**config.mk**
```make
export PLATFORM = sky130hd
export DESIGN_NAME = if_id_hazard_stage_flat
export DESIGN_NICKNAME = d
export VERILOG_FILES = /design/src/rtl/if_id_hazard_stage_if.sv /design/src/rtl/if_id_hazard_stage.sv /design/src/flat_wrapper.sv
export SDC_FILE = /design/constraint.sdc
export NUM_CORES = 1
export LEC_CHECK = 0
export BUFFER_PORTS_ARGS = -buffer_cell sky130_fd_sc_hd__buf_4
export CAP_MARGIN = 40
export CORE_MARGIN = 3
export CORE_UTILIZATION = 50
export DETAILED_ROUTE_END_ITERATION = 16
export PLACE_DENSITY_LB_ADDON = 0.1
export SLEW_MARGIN = 20
export SYNTH_ARGS = -nofsm -noshare
export SYNTH_HDL_FRONTEND = slang
export SYNTH_SLANG_ARGS = --single-unit
```
**constraint.sdc**
```tcl
create_clock -name clk -period 4.46 [get_ports clk]
set_input_delay 0.669 -clock clk [delete_from_list [all_inputs] [get_ports clk]]
set_output_delay 0.669 -clock clk [all_outputs]
set_load 0.02 [all_outputs]
```
**src/rtl/if_id_hazard_stage_if.sv**
```systemverilog
// Fetch-to-decode bus of the IF/ID stage.
//
// Handshake: if_valid qualifies if_pc/if_instr, and pc_write is the ready
// returned to fetch. A fetch beat is consumed on a rising edge where
// if_valid & pc_write. While pc_write is 0, fetch must hold its PC.
// id_valid qualifies id_pc/id_instr toward decode.
interface if_id_hazard_stage_if #(
  parameter int PC_W    = 64,
  parameter int INSTR_W = 32
);
  logic [PC_W-1:0]    if_pc;
  logic [INSTR_W-1:0] if_instr;
  logic               if_valid;
  logic [PC_W-1:0]    id_pc;
  logic [INSTR_W-1:0] id_instr;
  logic               id_valid;
  logic               pc_write;

  // Fetch side: drives the fetched beat and receives the decode slot and PC enable.
  modport master (
    output if_pc, if_instr, if_valid,
    input  id_pc, id_instr, id_valid, pc_write
  );

  // Pipeline-register side.
  modport slave (
    input  if_pc, if_instr, if_valid,
    output id_pc, id_instr, id_valid, pc_write
  );
endinterface

```
**src/rtl/if_id_hazard_stage.sv**
```systemverilog
// IF/ID pipeline register for the 5-stage LEGv8 pipeline.
// Handles the load-use hazard, the downstream hold and the branch flush.
// Priority each cycle is flush > hold > load-use > normal.
// The registered state reports the action taken in the previous cycle.
// A saturating counter records how many cycles the front end was stalled.
module if_id_hazard_stage #(
  parameter int                 PC_W      = 64,
  parameter int                 INSTR_W   = 32,
  parameter logic [INSTR_W-1:0] NOP_INSTR = 32'hD503201F,
  parameter int                 CNT_W     = 16
) (
  input  logic                   clk,
  input  logic                   reset,
  if_id_hazard_stage_if.slave    bus,
  input  logic                   ex_mem_read,
  input  logic [4:0]             ex_rd,
  input  logic                   ex_valid,
  input  logic                   id_uses_rn,
  input  logic                   id_uses_rm,
  input  logic                   id_reg2loc,
  input  logic                   br_taken,
  input  logic                   mem_busy,
  output logic                   bubble,
  output logic [1:0]             state,
  output logic [CNT_W-1:0]       stall_count
);

  typedef enum logic [1:0] {
    RUN     = 2'b00,
    LOADUSE = 2'b01,
    HOLD    = 2'b10,
    FLUSH   = 2'b11
  } state_t;

  state_t     state_q;
  state_t     action;
  logic [4:0] rn;
  logic [4:0] rm_sel;
  logic       lu;

  assign rn     = bus.id_instr[9:5];
  assign rm_sel = id_reg2loc ? bus.id_instr[4:0] : bus.id_instr[20:16];

  // X31 is XZR: a load targeting it never creates a dependency.
  assign lu = bus.id_valid & ex_valid & ex_mem_read & (ex_rd != 5'd31) &
              ((id_uses_rn & (rn == ex_rd)) | (id_uses_rm & (rm_sel == ex_rd)));

  // Choose this cycle's action. pc_write and bubble follow the action directly.
  always_comb begin
    action       = RUN;
    bus.pc_write = 1'b1;
    bubble       = 1'b0;
    if (!reset) begin
      bus.pc_write = 1'b0;
      bubble       = 1'b1;
    end else if (br_taken) begin
      action       = FLUSH;
      bus.pc_write = 1'b1;
      bubble       = 1'b1;
    end else if (mem_busy) begin
      // ID/EX is frozen by the same mem_busy, so no bubble is inserted.
      action       = HOLD;
      bus.pc_write = 1'b0;
      bubble       = 1'b0;
    end else if (lu) begin
      action       = LOADUSE;
      bus.pc_write = 1'b0;
      bubble       = 1'b1;
    end
  end

  // Update the IF/ID registers, the observed state and the stall counter.
  always_ff @(posedge clk or negedge reset) begin
    if (!reset) begin
      bus.id_pc    <= '0;
      bus.id_instr <= NOP_INSTR;
      bus.id_valid <= 1'b0;
      state_q      <= RUN;
      stall_count  <= '0;
    end else begin
      state_q <= action;
      case (action)
        FLUSH: begin
          bus.id_pc    <= '0;
          bus.id_instr <= NOP_INSTR;
          bus.id_valid <= 1'b0;
        end
        HOLD, LOADUSE: begin
          if (stall_count != {CNT_W{1'b1}}) begin
            stall_count <= stall_count + CNT_W'(1);
          end
        end
        default: begin
          bus.id_pc    <= bus.if_pc;
          bus.id_instr <= bus.if_valid ? bus.if_instr : NOP_INSTR;
          bus.id_valid <= bus.if_valid;
        end
      endcase
    end
  end

  assign state = state_q;

endmodule

```
**src/flat_wrapper.sv**
```systemverilog
// flat-port wrapper written by rule: the top's interface ports become plain ports
module if_id_hazard_stage_flat 
#(
  parameter int                 PC_W      = 64,
  parameter int                 INSTR_W   = 32,
  parameter logic [INSTR_W-1:0] NOP_INSTR = 32'hD503201F,
  parameter int                 CNT_W     = 16
)
  (clk, reset, ex_mem_read, ex_rd, ex_valid, id_uses_rn, id_uses_rm, id_reg2loc, br_taken, mem_busy, bubble, state, stall_count, bus_if_pc, bus_if_instr, bus_if_valid, bus_id_pc, bus_id_instr, bus_id_valid, bus_pc_write);
  if_id_hazard_stage_if #(.PC_W(PC_W), .INSTR_W(INSTR_W)) bus_i ();
  input  logic clk;
  input  logic reset;
  input  logic ex_mem_read;
  input  logic [4:0] ex_rd;
  input  logic ex_valid;
  input  logic id_uses_rn;
  input  logic id_uses_rm;
  input  logic id_reg2loc;
  input  logic br_taken;
  input  logic mem_busy;
  output logic bubble;
  output logic [1:0] state;
  output logic [CNT_W-1:0] stall_count;
  input wire logic [$bits(bus_i.if_pc)-1:0] bus_if_pc;
  input wire logic [$bits(bus_i.if_instr)-1:0] bus_if_instr;
  input wire logic [$bits(bus_i.if_valid)-1:0] bus_if_valid;
  output wire logic [$bits(bus_i.id_pc)-1:0] bus_id_pc;
  output wire logic [$bits(bus_i.id_instr)-1:0] bus_id_instr;
  output wire logic [$bits(bus_i.id_valid)-1:0] bus_id_valid;
  output wire logic [$bits(bus_i.pc_write)-1:0] bus_pc_write;
  assign bus_i.if_pc = bus_if_pc;
  assign bus_i.if_instr = bus_if_instr;
  assign bus_i.if_valid = bus_if_valid;
  assign bus_id_pc = bus_i.id_pc;
  assign bus_id_instr = bus_i.id_instr;
  assign bus_id_valid = bus_i.id_valid;
  assign bus_pc_write = bus_i.pc_write;
  if_id_hazard_stage #(.PC_W(PC_W), .INSTR_W(INSTR_W), .NOP_INSTR(NOP_INSTR), .CNT_W(CNT_W)) u_core (.clk(clk), .reset(reset), .bus(bus_i), .ex_mem_read(ex_mem_read), .ex_rd(ex_rd), .ex_valid(ex_valid), .id_uses_rn(id_uses_rn), .id_uses_rm(id_uses_rm), .id_reg2loc(id_reg2loc), .br_taken(br_taken), .mem_busy(mem_busy), .bubble(bubble), .state(state), .stall_count(stall_count));
endmodule
```
=== Word level (Yosys, flattened, before mapping) ===
Cells that the tools add are included.

* Register bits: 115
* Input bits: 111
* Output and inout bits: 117
* Logic and storage cells: 39

* Add/sub/neg operators: 1
* Equal/unequal tests: 7
* Muxes and demuxes: 17
* Bitwise logic cells: 7
* Reductions and logical operators: 2

{| class="wikitable"
|+ Operators by type and width
! kind !! count
|-
| $pmux 64 s2 || 1
|-
| $pmux 32 s2 || 1
|-
| $mux 32 || 1
|-
| $add 16x1->16 const B || 1
|-
| $ne 16x16->1 const B || 1
|-
| $eq 5x5->1 || 2
|-
| $mux 1 || 9
|-
| $and 1x1->1 || 6
|-
| $mux 2 || 3
|-
| $mux 5 || 1
|-
| $ne 5x5->1 const B || 1
|-
| $eq 2x2->1 const B || 2
|-
| $eq 2x1->1 const B || 1
|-
| $pmux 1 s2 || 1
|-
| $reduce_and 2->1 || 1
|-
| $reduce_or 2->1 || 1
|-
| $or 1x1->1 || 1
|}

=== Depth between registers and ports, before layout ===
* Depth in word-level cells: 12
* Depth in mapped cells: 13
* Mapped depth without buffers: 11

=== Worst setup path before layout ===
No wires, ideal clock.

* Path kind: in2reg
* Start point: input id_reg2loc
* End point: register u_core.stall_count[13]
* Library setup time: 130 ps
* Arrival: 2,954 ps
* Required time: 4,330 ps
* Slack: 1,376 ps
* Stages: 12
* Buffers on the path: 1
* Cell sequence: buf_4 -> mux2i_1 -> and3b_1 -> o211ai_2 -> nor3_1 -> o31a_1 -> ha_1 -> nand2_1 -> or4_4 -> a211oi_2 -> nand4_1 -> xnor2_1

* Cells in the longest elaborated chain, start to end: 12
* Elaborated cells on any way between the ends: 13
* Classes of those cells: eq/ne (3); mux (5); bitwise (3); reduce/logical (2)

{| class="wikitable"
|+ RTL lines
! element !! line !! source
|-
| start, declared || flat_wrapper.sv:18 || <nowiki>input logic id_reg2loc;</nowiki>
|-
| $mux 5 (*) || if_id_hazard_stage.sv:42 || <nowiki>assign rm_sel = id_reg2loc ? bus.id_instr[4:0] : bus.id_instr[20:16];</nowiki>
|-
| $eq 5x5->1 (*) || if_id_hazard_stage.sv:46 || <nowiki>((id_uses_rn & (rn == ex_rd)) | (id_uses_rm & (rm_sel == ex_rd)));</nowiki>
|-
| $and 1x1->1 (*) || if_id_hazard_stage.sv:46 ||
|-
| $or 1x1->1 (*) || if_id_hazard_stage.sv:46 ||
|-
| $and 1x1->1 (*) || if_id_hazard_stage.sv:45 || <nowiki>assign lu = bus.id_valid & ex_valid & ex_mem_read & (ex_rd != 5'd31) &</nowiki>
|-
| $mux 1 (*) || if_id_hazard_stage.sv:65 || <nowiki>end else if (lu) begin</nowiki>
|-
| $mux 2 (*) || if_id_hazard_stage.sv:60 || <nowiki>end else if (mem_busy) begin</nowiki>
|-
| $mux 2 (*) || if_id_hazard_stage.sv:56 || <nowiki>end else if (br_taken) begin</nowiki>
|-
| $mux 2 (*) || if_id_hazard_stage.sv:53 || <nowiki>if (!reset) begin</nowiki>
|-
| net u_core.action[0] || if_id_hazard_stage.sv:36 || <nowiki>state_t action;</nowiki>
|-
| $eq 2x2->1 or $eq 2x1->1 (tied branches) || if_id_hazard_stage.sv:82 || <nowiki>case (action)</nowiki>
|-
| $reduce_or 2->1 (*) || if_id_hazard_stage.sv:82 ||
|-
| $reduce_and 2->1 (no source line) (*) || n/a ||
|-
| end signal, assigned || if_id_hazard_stage.sv:90 || <nowiki>stall_count <= stall_count + CNT_W'(1);</nowiki>
|-
| end, declared || if_id_hazard_stage.sv:25 || <nowiki>output logic [CNT_W-1:0] stall_count</nowiki>
|}

The timed path passes the listed nets; every way through them passes the cells marked *.
A chain may end at the register's enable or synchronous reset.

=== Final worst setup path ===
* Start point: register u_core.bus.id_instr[6]
* End point: register u_core.stall_count[13]

* Cells in the longest elaborated chain, start to end: 11
* Elaborated cells on any way between the ends: 12
* Classes of those cells: eq/ne (3); mux (4); bitwise (3); reduce/logical (2)

{| class="wikitable"
|+ RTL lines
! element !! line !! source
|-
| start, declared || if_id_hazard_stage_if.sv:28 || <nowiki>output id_pc, id_instr, id_valid, pc_write</nowiki>
|-
| start signal, assigned || if_id_hazard_stage.sv:95 || <nowiki>bus.id_instr <= bus.if_valid ? bus.if_instr : NOP_INSTR;</nowiki>
|-
| $eq 5x5->1 (*) || if_id_hazard_stage.sv:46 ||
|-
| $and 1x1->1 (*) || if_id_hazard_stage.sv:46 ||
|-
| $or 1x1->1 (*) || if_id_hazard_stage.sv:46 ||
|-
| $and 1x1->1 (*) || if_id_hazard_stage.sv:45 ||
|-
| $mux 1 (*) || if_id_hazard_stage.sv:65 ||
|-
| $mux 2 (*) || if_id_hazard_stage.sv:60 ||
|-
| $mux 2 (*) || if_id_hazard_stage.sv:56 ||
|-
| $mux 2 (*) || if_id_hazard_stage.sv:53 ||
|-
| net u_core.action[0] || if_id_hazard_stage.sv:36 ||
|-
| $eq 2x2->1 or $eq 2x1->1 (tied branches) || if_id_hazard_stage.sv:82 ||
|-
| $reduce_or 2->1 (*) || if_id_hazard_stage.sv:82 ||
|-
| $reduce_and 2->1 (no source line) (*) || n/a ||
|}

Marked as above.

==> run summary <==
Outcome - completed
Core area - 9420 um^2
Crit Path Max Fanout - 30
Final #Nets - 818
Row count - 35
Seq/Total Area, Yosys - 0.587
Register bit total from synthesis - 115
Unrepaired setup endpoints after global routing - false
Fin. max-slew vios - 0
CP cell instances - xor2_1, nor4_1, nand3_1, nor3_1, o31a_1, ha_4, nand2_1, or4_4, a211oi_2, nand4_1, xnor2_1
Top Ports - 228
Initial antenna violation count - 0
Root buffer cell - clkbuf_8
Chip width - 105 um
Yosys top cell area share - 0.518
Worst setup EP type - flop
Clk slew on worst S/H paths - 50 ps
Total CTS buffers - 17
GRT Overall Usage - 0.243
Fmax - 0.314 GHz
Clk sink count - 115
Worst-Skew Late Latency - 490 ps
Vias per inst - 4.99
Chip height - 105 um
Synthesized area per cell - 10.2 um^2
Critical path data required time - 4830 ps
Critical path type - reg -> reg
Top_reg_cell synth - dfrtp_1
Setup ws final - 1270 ps
Max Root-Sink Buffers - 2
CP startpoint - u_core.bus.id_instr[6]
Post-Syn Area - 4930 um^2
Grt ovf - 0
Top cell type by total area after synthesis - dfrtp_1
Largest net degree at the start of global routing - 75
Crit path DAT - 3560 ps
Synth Instances - 484
Nature of the critical path startpoint - flop
Fill cell total of the finished layout - 629
HPWL Detailed - 9460 um
Top cells by area, synth - dfrtp_1 (52%), nand2b_1 (8.0%), dfstp_2 (6.9%)
Synth unique cells - 38
Layout area overhead - 49.0%
Slowest stage cell, crit path - or4_4
Max Cap Viol - 0
Synth warnings - 0
Vias in the first global route - 4,296
Worst hold path type - in -> async
Cts repair resizes - 0
Area of the die - 11,100 um^2
Routed len/inst - 15.7 um
Worst-Margin Slew - 650 ps
Final Setup Violations - 0
Reg-to-Reg Start - u_core.bus.id_instr[6]
Pre-CTS setup slack - 862 ps
First-pass GRT wire length - 21,600 um
EDFF count, synth - 0
Ys async rst share - 1.00
Via count - 4,224
CTS tree - yes
Leak - 3.71 nW
Clock skew - 11.0 ps
Layout cells sized above 1 - 0.388
Mapped Nets - 597
DRT iter0 DRCs - 228
Power Density - 477 nW/um^2
Final hold violation count - 0
Postcts setup bufs - 0
Drc violations - 0
Routed WL - 13,300 um
Starting Density - 0.523
Antenna-violating nets left - 0
H-tree levels - 4
RePlAce Congestion - 0.895
TritonRoute pass-1 iters - 5
Hold Buf Count CTS - 0
Worst rel slew slack - 0.567
Worst vdd ir - 220 uV
Clock period minus worst slack - 3190 ps
Setup TNS - 0 ps
Antenna Cells - 0
PortBufs - 227
Period utilization - 0.715
Max stage delay on crit path - 510 ps
## cells in the mapped netlist (4+ instances only)
library cell and n:
a22o_1 20, dfstp_2 13, nand4_1 4, nor3_1 8, and3_1 5, a21oi_1 14
xor2_1 13, nor2_1 17, inv_1 13, mux2i_1 5, nand2_1 77, xnor2_1 9
nand2b_1 63, dfrtp_1 102, o21ai_0 66, clkbuf_1 25, nand3_1 7
## critical path, delay by kind of cell, from the launching register on
family | cells | cell delay, ps
fa+ha+maj | 1 | 350
simple gates | 6 | 1520
compound gates | 2 | 500
flops | 1 | 410
xor+xnor | 2 | 290
## per-stage QoR
stage | hold slack (ps) | instances | cell area (um^2) | utilization | power [mW]
2_1_floorplan | 373 | 484 | 4930 | - | 1.75
3_3_place_gp | 453 | 813 | 6710 | 0.712 | 2.16
3_5_place_dp | 460 | 815 | 6750 | 0.717 | 2.19
4_1_cts | 158 | 846 | 7340 | 0.780 | 3.54
5_1_grt | 187 | 846 | 7340 | 0.780 | 3.68
6_report | 165 | 846 | 7340 | 0.780 | 3.51
## path summary, 6_finish.rpt
path	end	slack, ps	cells after the start
worst max-delay path	u_core.stall_count[13]	1270	11
worst min-delay path	u_core.state[0]	160	1
worst max register to register	u_core.stall_count[13]	1270	11
worst min register to register	u_core.bus.id_instr[31]	470	2
max in group asynchronous	u_core.bus.id_instr[1]	3220	3
min in group clk	u_core.bus.id_pc[63]	400	2
## area by class of cell
cell class | count | area (um^2) | area share
repair buffers | 231 | 1770 | 0.241
clock buffers | 21 | 459 | 0.0625
multi-input cells | 327 | 1880 | 0.256
inverters | 13 | 48.8 | 0.00664
flip-flops and latches | 115 | 2890 | 0.394
clock inverters | 10 | 131 | 0.0179
well taps | 129 | 161 | 0.0220
## kinds of logic after synthesis
logic type / Yosys count / synth area share
AOI/OAI and AO/OA: 106 / 0.128
xor gates and xnor gates: 22 / 0.0391
adders and majority gates: 2 / 0.00508
buffers and inverters: 42 / 0.0333
DFF: 115 / 0.587
muxes: 6 / 0.0124
and+or+nand+nor: 191 / 0.195
## routing by layer
layer	vias up	wire (um)	track usage
li1	2056	-	-
met4	0	195	0.0918
met3	16	1200	0.0851
met1	1973	5160	0.293
met2	179	6720	0.402
met5	-	0	0
## flip-flops by register name, summed over array words and instances, names as in the netlist
| name | flops |
|---|---|
| u_core.bus.id_instr | 32 |
| u_core.bus.id_pc | 64 |
| u_core.bus.id_valid | 1 |
| u_core.stall_count | 16 |
| u_core.state | 2 |
## where the power goes
group / leakage, nW / total (mW) / switching (mW) / internal (mW)
clock network: 0.283 / 1.34 / 0.450 / 0.887
logic: 2.01 / 0.841 / 0.469 / 0.372
registers: 1.42 / 1.33 / 0.119 / 1.21
total: 3.71 / 3.51 / 1.04 / 2.47
## layout by cell type, fill, tap and decap left out, drive strengths merged, types with 3 or more instances in the layout
cell type,count
buf,231
dfrtp,102
nand2,77
o21ai,66
nand2b,63
clkbuf,21
a22o,20
nor2,17
a21oi,14
xor2,13
inv,13
dfstp,13
xnor2,9
nor3,8
nand3,7
mux2i,5
and3,5
nand4,4
clkinv,4
clkinvlp,3
bufinv,3
Note: power is estimated with default switching activity, not from simulation.
